<file path="src/rtl/multimode_timing_gen.sv">
// Multimode video timing generator with shadow/active register banks.
// Shadow bank takes cfg writes; it is committed to the active bank at
// frame end, or every cycle while the generator is disabled.
// Optional line-compare interrupt: define MTG_LINEIRQ_EN.
// RST_* parameters set the reset timing of both banks (VGA 640x480 by default).
module multimode_timing_gen #(
  parameter int CNT_W        = 12,
  parameter int RST_H_ACTIVE = 640,
  parameter int RST_H_FP     = 16,
  parameter int RST_H_SYNC   = 96,
  parameter int RST_H_BP     = 48,
  parameter int RST_V_ACTIVE = 480,
  parameter int RST_V_FP     = 10,
  parameter int RST_V_SYNC   = 2,
  parameter int RST_V_BP     = 33
) (
  input  logic             clkPixel,
  input  logic             resetn,
  input  logic             cfg_we,
  input  logic [3:0]       cfg_addr,
  input  logic [CNT_W-1:0] cfg_wdata,
  output logic [CNT_W-1:0] h_count,
  output logic [CNT_W-1:0] v_count,
  output logic             hsync,
  output logic             vsync,
  output logic             csync,
  output logic             blank,
  output logic             frameDrawn,
  output logic             lineIrq,
  output logic             cfg_pending,
  output logic             cfg_err
);
  // Sums of four fields need two extra bits.
  localparam int SW = CNT_W + 2;
  localparam logic [SW-1:0] LIMIT = SW'(1) << CNT_W;
  // Field index: 0 active, 1 front porch, 2 sync, 3 back porch.
  localparam logic [3:0][CNT_W-1:0] RST_H = {CNT_W'(RST_H_BP), CNT_W'(RST_H_SYNC),
                                             CNT_W'(RST_H_FP), CNT_W'(RST_H_ACTIVE)};
  localparam logic [3:0][CNT_W-1:0] RST_V = {CNT_W'(RST_V_BP), CNT_W'(RST_V_SYNC),
                                             CNT_W'(RST_V_FP), CNT_W'(RST_V_ACTIVE)};

  logic [3:0][CNT_W-1:0] sh_h_q, sh_h_d, sh_v_q, sh_v_d;
  logic [3:0][CNT_W-1:0] act_h_q, act_h_d, act_v_q, act_v_d;
  logic [3:0][CNT_W-1:0] sh_hc, sh_vc;
  logic [2:0]            sh_ctrl_q, sh_ctrl_d, act_ctrl_q, act_ctrl_d;
  logic [CNT_W-1:0]      h_q, h_d, v_q, v_d;
  logic                  pend_q, pend_d, err_q, err_d;
  logic                  hsync_q, hsync_d, vsync_q, vsync_d, csync_q, csync_d;
  logic                  blank_q, blank_d, frame_q, frame_d;
  logic                  en, h_last, v_last, commit, sh_ok;
  logic                  hs_in, vs_in, n_en;
`ifdef MTG_LINEIRQ_EN
  logic [CNT_W-1:0]      sh_lcmp_q, sh_lcmp_d, act_lcmp_q, act_lcmp_d;
  logic                  line_q, line_d;
`endif

  // Zero-length fields are promoted to one cycle/line.
  function automatic logic [3:0][CNT_W-1:0] clamp4(input logic [3:0][CNT_W-1:0] f);
    logic [3:0][CNT_W-1:0] r;
    for (int i = 0; i < 4; i++) r[i] = (f[i] == '0) ? CNT_W'(1) : f[i];
    return r;
  endfunction

  function automatic logic [SW-1:0] total4(input logic [3:0][CNT_W-1:0] f);
    return SW'(f[0]) + SW'(f[1]) + SW'(f[2]) + SW'(f[3]);
  endfunction

  // Shadow writes, frame-end commit and next counter position.
  always_comb begin
    sh_h_d    = sh_h_q;
    sh_v_d    = sh_v_q;
    sh_ctrl_d = sh_ctrl_q;
`ifdef MTG_LINEIRQ_EN
    sh_lcmp_d  = sh_lcmp_q;
    act_lcmp_d = act_lcmp_q;
`endif
    if (cfg_we) begin
      case (cfg_addr)
        4'd0, 4'd1, 4'd2, 4'd3: sh_h_d[cfg_addr[1:0]] = cfg_wdata;
        4'd4, 4'd5, 4'd6, 4'd7: sh_v_d[cfg_addr[1:0]] = cfg_wdata;
        4'd8:                   sh_ctrl_d = cfg_wdata[2:0];
`ifdef MTG_LINEIRQ_EN
        4'd9:                   sh_lcmp_d = cfg_wdata;
`endif
        default: ;
      endcase
    end
    sh_hc  = clamp4(sh_h_q);
    sh_vc  = clamp4(sh_v_q);
    sh_ok  = (total4(sh_hc) <= LIMIT) && (total4(sh_vc) <= LIMIT);
    en     = act_ctrl_q[0];
    h_last = SW'(h_q) == total4(act_h_q) - SW'(1);
    v_last = SW'(v_q) == total4(act_v_q) - SW'(1);
    commit = !en || (h_last && v_last);
    // The commit uses the shadow as it stood before this cycle's write.
    act_h_d    = act_h_q;
    act_v_d    = act_v_q;
    act_ctrl_d = act_ctrl_q;
    pend_d     = pend_q;
    err_d      = cfg_we ? 1'b0 : err_q;
    if (commit) begin
      if (sh_ok) begin
        act_h_d    = sh_hc;
        act_v_d    = sh_vc;
        act_ctrl_d = sh_ctrl_q;
`ifdef MTG_LINEIRQ_EN
        act_lcmp_d = sh_lcmp_q;
`endif
        pend_d     = 1'b0;
      end else begin
        err_d = 1'b1;
      end
    end
    if (cfg_we) pend_d = 1'b1;
    h_d = '0;
    v_d = '0;
    if (!commit) begin
      if (h_last) v_d = v_q + CNT_W'(1);
      else begin
        h_d = h_q + CNT_W'(1);
        v_d = v_q;
      end
    end
  end

  // Decode the next position against the next active bank so the
  // registered outputs line up with the counters they accompany.
  always_comb begin
    n_en    = act_ctrl_d[0];
    hs_in   = n_en && (SW'(h_d) >= SW'(act_h_d[0]) + SW'(act_h_d[1])) &&
              (SW'(h_d) < SW'(act_h_d[0]) + SW'(act_h_d[1]) + SW'(act_h_d[2]));
    vs_in   = n_en && (SW'(v_d) >= SW'(act_v_d[0]) + SW'(act_v_d[1])) &&
              (SW'(v_d) < SW'(act_v_d[0]) + SW'(act_v_d[1]) + SW'(act_v_d[2]));
    hsync_d = act_ctrl_d[1] ? hs_in : !hs_in;
    vsync_d = act_ctrl_d[2] ? vs_in : !vs_in;
    csync_d = (!act_ctrl_d[1] && !act_ctrl_d[2]) ? (hsync_d ^ vsync_d) : (hsync_d | vsync_d);
    blank_d = !n_en || (h_d >= act_h_d[0]) || (v_d >= act_v_d[0]);
    frame_d = n_en && (h_d == '0) && (v_d == act_v_d[0]);
`ifdef MTG_LINEIRQ_EN
    line_d  = n_en && (h_d == '0) && (v_d == act_lcmp_d);
`endif
  end

  // All state: both banks, counters, status and registered outputs.
  always_ff @(posedge clkPixel or negedge resetn) begin
    if (!resetn) begin
      sh_h_q     <= RST_H;
      sh_v_q     <= RST_V;
      act_h_q    <= RST_H;
      act_v_q    <= RST_V;
      sh_ctrl_q  <= 3'b001;
      act_ctrl_q <= 3'b001;
      h_q        <= '0;
      v_q        <= '0;
      pend_q     <= 1'b0;
      err_q      <= 1'b0;
      hsync_q    <= 1'b0;
      vsync_q    <= 1'b0;
      csync_q    <= 1'b0;
      blank_q    <= 1'b1;
      frame_q    <= 1'b0;
`ifdef MTG_LINEIRQ_EN
      sh_lcmp_q  <= '0;
      act_lcmp_q <= '0;
      line_q     <= 1'b0;
`endif
    end else begin
      sh_h_q     <= sh_h_d;
      sh_v_q     <= sh_v_d;
      act_h_q    <= act_h_d;
      act_v_q    <= act_v_d;
      sh_ctrl_q  <= sh_ctrl_d;
      act_ctrl_q <= act_ctrl_d;
      h_q        <= h_d;
      v_q        <= v_d;
      pend_q     <= pend_d;
      err_q      <= err_d;
      hsync_q    <= hsync_d;
      vsync_q    <= vsync_d;
      csync_q    <= csync_d;
      blank_q    <= blank_d;
      frame_q    <= frame_d;
`ifdef MTG_LINEIRQ_EN
      sh_lcmp_q  <= sh_lcmp_d;
      act_lcmp_q <= act_lcmp_d;
      line_q     <= line_d;
`endif
    end
  end

  assign h_count     = h_q;
  assign v_count     = v_q;
  assign hsync       = hsync_q;
  assign vsync       = vsync_q;
  assign csync       = csync_q;
  assign blank       = blank_q;
  assign frameDrawn  = frame_q;
  assign cfg_pending = pend_q;
  assign cfg_err     = err_q;
`ifdef MTG_LINEIRQ_EN
  assign lineIrq     = line_q;
`else
  assign lineIrq     = 1'b0;
`endif
endmodule

</file>
<file path="config.mk">
export PLATFORM = sky130hd
export DESIGN_NAME = multimode_timing_gen
export DESIGN_NICKNAME = d
export VERILOG_FILES = /design/src/rtl/multimode_timing_gen.sv
export SDC_FILE = /design/constraint.sdc
export NUM_CORES = 1
export LEC_CHECK = 0
export ABC_AREA = 1
export BUFFER_PORTS_ARGS = -buffer_cell sky130_fd_sc_hd__clkbuf_2
export CAP_MARGIN = 20
export CORE_MARGIN = 2
export CORE_UTILIZATION = 30
export DETAILED_ROUTE_END_ITERATION = 6
export PLACE_DENSITY = 0.42
export SLEW_MARGIN = 20
export SYNTH_ARGS = -nofsm -noshare
export SYNTH_HDL_FRONTEND = slang
export SYNTH_SLANG_ARGS = --single-unit
</file>
<file path="constraint.sdc">
create_clock -name clkPixel -period 17.1 [get_ports clkPixel]
set_input_delay 0.855 -clock clkPixel [delete_from_list [all_inputs] [get_ports clkPixel]]
set_output_delay 0.855 -clock clkPixel [all_outputs]
set_load 0.02 [all_outputs]
</file>
Word-level counts from Yosys, hierarchy flattened:

Index checks and enable logic that the tools add are counted.

* flip-flop bits (word level): 229
* bits of input ports: 19
* output and inout bits: 32
* word-level logic and storage cells: 139

* add/sub/neg operators: 20
* order comparisons: 10
* eq/ne operators: 11
* mux-type cells: 31
* bitwise gates (word level): 2
* reductions and logical operators: 38

Operator list (count)
* 2-to-1 mux 12 bit: 13
* 2-to-1 mux 36 bit: 4
* logical NOT 12 bit: 9
* bitwise mux 48 bit: 2
* adder 13 x 12 -> 14 bit: 6
* adder 12 x 12 -> 13 bit: 6
* adder 14 x 12 -> 14 bit: 4
* == test 12 x 14 -> 1 bit: 2
* greater-or-equal comparator 12 x 14 -> 1 bit: 2
* <= comparator 14 x 13 -> 1 bit, second input constant: 2
* < comparator 12 x 14 -> 1 bit: 2
* subtractor 14 x 1 -> 14 bit, second input constant: 2
* adder 12 x 1 -> 12 bit, second input constant: 2
* demux 12 bit (select 2 bit): 1
* greater-or-equal comparator 12 bit: 2
* == test 4 x 3 -> 1 bit, second input constant: 4
* == test 12 bit: 1
* logical AND 1 bit: 10
* AND reduction 2 bit: 5
* 2-to-1 mux 1 bit: 9
* == test 4 x 2 -> 1 bit, second input constant: 2
* OR reduction 4 bit: 2
* logical NOT 1 bit: 6
* 2-to-1 mux 3 bit: 2
* 9 further kinds: 12

Logic depth before layout (Yosys ltp):

Gate-level depths: netlist (run 1).

* depth in word-level cells: 17
* gate-level depth with buffers: 59
* mapped depth without buffers: 58

Worst setup path before layout (run 1):

No wires, ideal clock.

* path kind: flip-flop to flip-flop
* from: reg act_v_q[13] (netlist bit)
* to: reg csync_q, in the netlist csync
* setup time: 0.121 ns
* arrival: 7.648 ns
* data required time: 16.979 ns
* slack: 9.331 ns
* stages on the path, launching flop included: 52
* path buffers: 2
* period minus slack after synthesis: 7.769 ns
* cell sequence: dfstp_2 > inv_1 > ha_1 > fa_1 > fa_1 > inv_1 > ha_1 > fa_1 > nand3_1 > nand3_1 > nand2_1 > nand3_1 > nand2_1 > inv_1 > nor2_1 > nand3_1 > nor2_1 > nand2_4 > (+16 left out) > o21ai_0 > nor2_1 > nand2_1 > a31oi_1 > o21ai_0 > xor2_1 > ha_1 > nand2_1 > inv_1 > o21ai_0 > nand2_1 > nor2_1 > nand3_1 > nand2_1 > nand2_1 > ha_1 > nand2_1 > o21ai_1

RTL lines
* start: declaration: RTL line 43 `logic [3:0][CNT_W-1:0] act_h_q, act_h_d, act_v_q, act_v_d;`
* start signal: assignment: RTL line 171 `act_v_q <= act_v_d;`
* end signal: assignment: RTL line 180 `csync_q <= csync_d;`
* end: declaration: RTL line 48 `logic hsync_q, hsync_d, vsync_q, vsync_d, csync_q, csync_d;`

==> metrics, run 1 <==
status complete, no violations; vias per cell 4.648; WP data arrival 10.48 ns; Synth Area in XOR/XNOR 4.050%; commonest register cell after synthesis dfrtp_1; Synth Area in Adders 23.52%; pin count of the biggest net entering global routing 108; Syn Nets 2673; PortBufs 49; multiplexer area fraction after synthesis 0.05259%; Hold Path Class input pin to asynchronous set/reset pin; first-pass GRT wire length 89.05 mm; Antenna Nets Post-Route 0; Initial DRC Count 741; max frequency 99.73 MHz; post_cts resized 0; Worst slew margin 32.34%; max-slew violation count 0; H-tree depth 1; Die Height 255.9 um; Clock Pin Slew Worst Setup and Hold Paths 0.06 ns; Synth Area in Simple Gates 18.76%; Post-synth ARST share 100.0%; kind of cell adding the most delay to the critical path adder cells; Worst Setup End Kind flop; register area 5774 sq um; postcts setup bufs 0; unrepaired setup endpoints after global routing false; RR Startpoint sh_v_q[10]; CTS Sinks 229; Layout Nets 2667; WL/cell 17.65 um; synthesized cell area 19030 sq um; Crit Path Max Fanout 107; maxcap violations 0; critical path buffer and inverter count 8; sequential cell area fraction in the yosys report 30.34%; Crit Path Class flop to flop; crit-path max cell delay 0.75 ns; Via Count 14950; hold_buf cts 0; Die ar. 65470 sq um; pre-CTS setup slack 6.999 ns; Fin Clk Skew 0.01160 ns; FP Rows 92; Die X 255.9 um; Yosys top cell by area dfrtp_1; commonest non-fill, non-tap cell in the layout nand2_1; gr ovfl total 0; total CTS buffers 28; final wirelength 56.79 mm; vias in the first global route 15110; Yosys reg bits 229; R2R cell count 51; worst hold margin 0.3042 ns; count of unique library cells instantiated by Yosys 55; main combinational cell family by area after synthesis adder cells; initial core utilization 30.28%; Total GRT Usage 17.48%; syn_area_per_cell 8.082 sq um; Mapped Cells 2355; Setup crit start kind flop; clock latency at the later pin of the worst-skew pair 0.56 ns; initial antenna violation count 0; total core area 62850 sq um; CP Data Required Time 17.55 ns; GPL Wtd Cong 0.8359; TritonRoute pass-1 iters 5; CTS tree done; final worst slack 7.073 ns; Fin Setup TNS 0 ns; CTS root buf clkbuf_16; Synth Area in Compound Gates 11.95%; area of the multi-input gates 11120 sq um; Ys Warns 0; Period minus WS final 10.03 ns; Clock Path Buffers 3; Final Hold Fails 0; FF-to-FF setup slack 7.07 ns; Tcrit/Tclk final 58.64%; Crit path top cell by count nand2_1; Worst R2R End csync; stages on the worst setup path 51; residual DRC count 0; Final Setup Violations 0; top cells by area, synth dfrtp_1, ha_1, fa_1, nand2_1, inv_1; Post-synth EDFFs 0; CP max stage cell buf_4; Yosys top cell area share 25.51%; worst slew pin tran 1.012 ns; Ports 51; fraction of layout cells with a size suffix above 1 10.17%; DPL Wire Length 46.99 mm; # fillers 6641; Layout area overhead 10.23%; commonest cells after routing, fill and taps aside nand2_1, inv_1, ha_1
## worst max path at each step
| stage | from | to | slack (ns) |
|---|---|---|---|
| after detailed placement | sh_v_q[33] | csync | 7.00 |
| after CTS | sh_v_q[33] | csync | 6.97 |
| after global routing | sh_v_q[33] | csync | 6.04 |
| after global placement | sh_v_q[9] | csync | 7.06 |
| final | sh_v_q[10] | csync | 7.07 |
| after floorplan | act_v_q[13] | csync | 9.33 |
## Yosys cell counts (2+ instances only)
| cell type | instances |
|---|---|
| a211oi_1 | 5 |
| a21o_1 | 8 |
| a21oi_1 | 105 |
| a31oi_1 | 17 |
| buf_2 | 6 |
| buf_4 | 2 |
| buf_6 | 13 |
| clkbuf_1 | 75 |
| dfrtp_1 | 194 |
| dfstp_2 | 35 |
| fa_1 | 98 |
| ha_1 | 201 |
| inv_1 | 441 |
| inv_2 | 4 |
| nand2_1 | 498 |
| nand2_2 | 7 |
| nand2_4 | 3 |
| nand3_1 | 96 |
| nand3_2 | 6 |
| nand3b_1 | 7 |
| nand4_1 | 36 |
| nor2_1 | 101 |
| nor2_2 | 4 |
| nor3_1 | 27 |
| nor3b_1 | 6 |
| nor3b_2 | 2 |
| nor4_1 | 16 |
| o2111ai_1 | 4 |
| o211ai_1 | 3 |
| o21ai_0 | 125 |
| o21ai_1 | 19 |
| o21ai_2 | 65 |
| o21bai_1 | 14 |
| o221ai_1 | 3 |
| or2_0 | 2 |
| or2_2 | 2 |
| xnor2_1 | 26 |
| xor2_1 | 62 |
## cell families (layout without fill, tap and decap cells)
family | count (synthesis) | count (layout)
adder cells (fa/ha/maj) | 299 | 299
AND/OR/NAND/NOR | 819 | 819
other | 1 | 2
AO/OA/AOI/OAI | 376 | 376
buffers and inverters | 542 | 557
XOR/XNOR | 88 | 88
flip-flops | 229 | 229
multiplexers | 1 | 1
## cell type report
cell class | count | area share, %
tap | 846 | 5.046
multi-input combinational | 1584 | 53.03
inverter | 446 | 8.004
sequential | 229 | 27.52
clock buffer | 37 | 3.698
clock inverter | 14 | 1.062
timing repair buffer | 60 | 1.628
antenna | 1 | 0.01193
## state kept, by name (all words and copies together) (netlist names), 3 cells and up
register and flops:
act_ctrl_q 3, act_h_q 48, act_v_q 48, h_count 12, sh_ctrl_q 3, sh_h_q 48
sh_v_q 48, v_count 12
## stage by stage
stage               cell area [sq um]  cells  utilization [%]
floorplan                       19030   2355                -
global placement                19970   3164            31.77
detailed placement              19970   3164            31.77
CTS                             20970   3215            33.36
global route                    20980   3216            33.38
finish                          20980   3217            33.38
## routing by layer
metal / GRT usage [%] / vias up / share of wire, %
met5: 0 / - / 0
met4: 4.727 / 0 / 2.6
met3: 1.981 / 63 / 3.5
met2: 26.18 / 258 / 42
met1: 26.44 / 7157 / 52
li1: - / 7475 / -
Power of run 1 is not shown: default switching activity piles up to over one toggle a cycle in this logic, so the estimate is an artifact.
==> run 2: changes to the inputs <==
- PLACE_DENSITY: 0.42 -> 0.44
- clock period: 17.1 -> 8.8 ns (I/O delays scaled with it)
==> run 2 against run 1 <==
Flip-flop and latch count stayed put. Largest cell class unchanged. Routed wire length is 1.2% higher. Cell count is 4.0% higher. Utilization is 1.9 points higher. Die area stayed put. Sequential share of layout area is 1.5 points lower. Critical endpoint unchanged. Setup slack worse by 6.5 ns. First-iteration DRC count is 14% higher. Critical path depth is 3 higher. Global-route usage is 0.17 points higher. Hold slack worse by 0.19 ns.
==> metrics, run 2 (synthesis results as in run 1) <==
DPL Wire Length 47.49 mm (+1.1%); max frequency 121.8 MHz (+22%); Die Height 255.9 um (unchanged); CTS tree done; CP max stage cell fa_1; commonest cells after routing, fill and taps aside nand2_1, inv_1, ha_1; Via Count 15430 (+3.2%); R2R cell count 54 (+5.9%); status complete, no violations; Worst Hold End sh_v_q[36]; Worst slew margin 30.03% (-2.3 points); final wirelength 57.45 mm (+1.2%); max-slew violation count 0 (unchanged); Final Hold Fails 0 (unchanged); register area 5776 sq um (about the same); pin count of the biggest net entering global routing 115 (+6.5%); fraction of layout cells with a size suffix above 1 16.59% (+6.4 points); Initial DRC Count 848 (+14%); FP Rows 92 (unchanged); FF-to-FF setup slack 0.59 ns (-6.48 ns); TritonRoute pass-1 iters 6 (+1); first-pass GRT wire length 90.85 mm (+2.0%); Clock Path Buffers 3 (unchanged); Clock Pin Slew Worst Setup and Hold Paths 0.06 ns (about the same); total CTS buffers 27 (-3.6%); Die X 255.9 um (unchanged); area of the multi-input gates 11370 sq um (+2.2%); Fin Clk Skew 0.01804 ns (+0.006442 ns); initial antenna violation count 1 (+1); initial core utilization 30.28% (unchanged); CP Data Required Time 9.25 ns (-8.30 ns); H-tree depth 1 (unchanged); Tcrit/Tclk final 93.29% (+35 points); vias per cell 4.610 (-0.81%); vias in the first global route 15840 (+4.9%); gr ovfl total 0 (unchanged); residual DRC count 0 (unchanged); Total GRT Usage 17.65% (+0.17 points); Die ar. 65470 sq um (unchanged); crit-path max cell delay 0.46 ns (-0.29 ns); CTS root buf clkbuf_16; Period minus WS final 8.210 ns (-1.818 ns); Hold Path Class input pin to flop; commonest non-fill, non-tap cell in the layout nand2_1; WP data arrival 8.66 ns (-1.82 ns); total core area 62850 sq um (unchanged); Worst R2R End csync; Crit Path Max Fanout 12 (-89%); Worst Setup End Kind flop; hold wc startpoint cfg_wdata[0]; Antenna Nets Post-Route 0 (unchanged); Setup crit start kind flop; WL/cell 17.16 um (-2.8%); CTS Sinks 229 (unchanged); Ports 51 (unchanged); final worst slack 0.5903 ns (-6.482 ns); Layout area overhead 16.52%; Crit Path Class flop to flop; hold-critical path depth 3; Crit path top cell by count nand2_1; pre-CTS setup slack -0.1738 ns (-7.173 ns); PortBufs 49 (unchanged); worst slew pin tran 1.047 ns (+0.03460 ns); maxcap violations 0 (unchanged); # fillers 6608 (-0.50%); Layout Nets 2798 (+4.9%); clock latency at the later pin of the worst-skew pair 0.57 ns (about the same); diode count 0 (-1); GPL Wtd Cong 0.8866 (+6.1%); RR Startpoint sh_h_q[23]; Final Setup Violations 0 (unchanged)
==> run 2: layout make-up <==
cell class                 instances  area share, %
clock buffer                      40          3.538
clock inverter                    10         0.7335
inverter                         446          7.594
multi-input combinational       1585          51.26
sequential                       229          26.04
tap                              846          4.773
timing repair buffer             191          6.060
==> run 2: worst max-delay path: cells and delay by family, from the launching register on <==
family / cells / cell delay, ns
and+or+nand+nor: 26 / 2.92
adders and majority gates: 7 / 2.19
AOI/OAI and AO/OA: 11 / 1.44
buffers and inverters: 8 / 0.72
DFF: 1 / 0.44
xor gates and xnor gates: 2 / 0.40
==> run 2: stage by stage <==
stage	util [%]	hold slack [ns]	TNS (ns)	std cells	instance area [sq um]
final	35.28	0.1094	0	3347	22180
after global routing	35.28	0.1261	-0.03014	3347	22180
after detailed placement	33.28	0.4697	-0.1738	3288	20910
after global placement	33.26	0.4661	0	3287	20900
after CTS	34.81	0.07316	0	3339	21880
after floorplan	-	0.1444	0	2355	19030
==> run 2: what timing repair did <==
item,in CTS,in global routing
cloned,0,1
buffers inserted,0,7
endpoints found under the hold margin,1,0
pin swaps,0,22
setup endpoints to repair,1,3
hold buffers,1,0
resized for setup,3,58
==> run 2: how the worst max path moves through the flow <==
stage	start	end	slack, ns
final	sh_h_q[23]	csync	0.59
after global routing	sh_h_q[23]	csync	-0.03
after CTS	sh_h_q[21]	csync	0.0008
after detailed placement	sh_h_q[8]	csync	-0.17
after global placement	sh_h_q[8]	csync	0.02
after floorplan	act_v_q[13]	csync	1.03
==> run 2: routing by layer <==
layer | global-route usage (%) | routed length, um | vias to the layer above
li1 | - | - | 7741
met1 | 26.20 | 29210 | 7404
met2 | 27.27 | 24930 | 235
met3 | 2.218 | 2281 | 49
met4 | 3.931 | 1010 | 2
met5 | 0 | 11 | -
Power of run 2 is left out for the same reason.
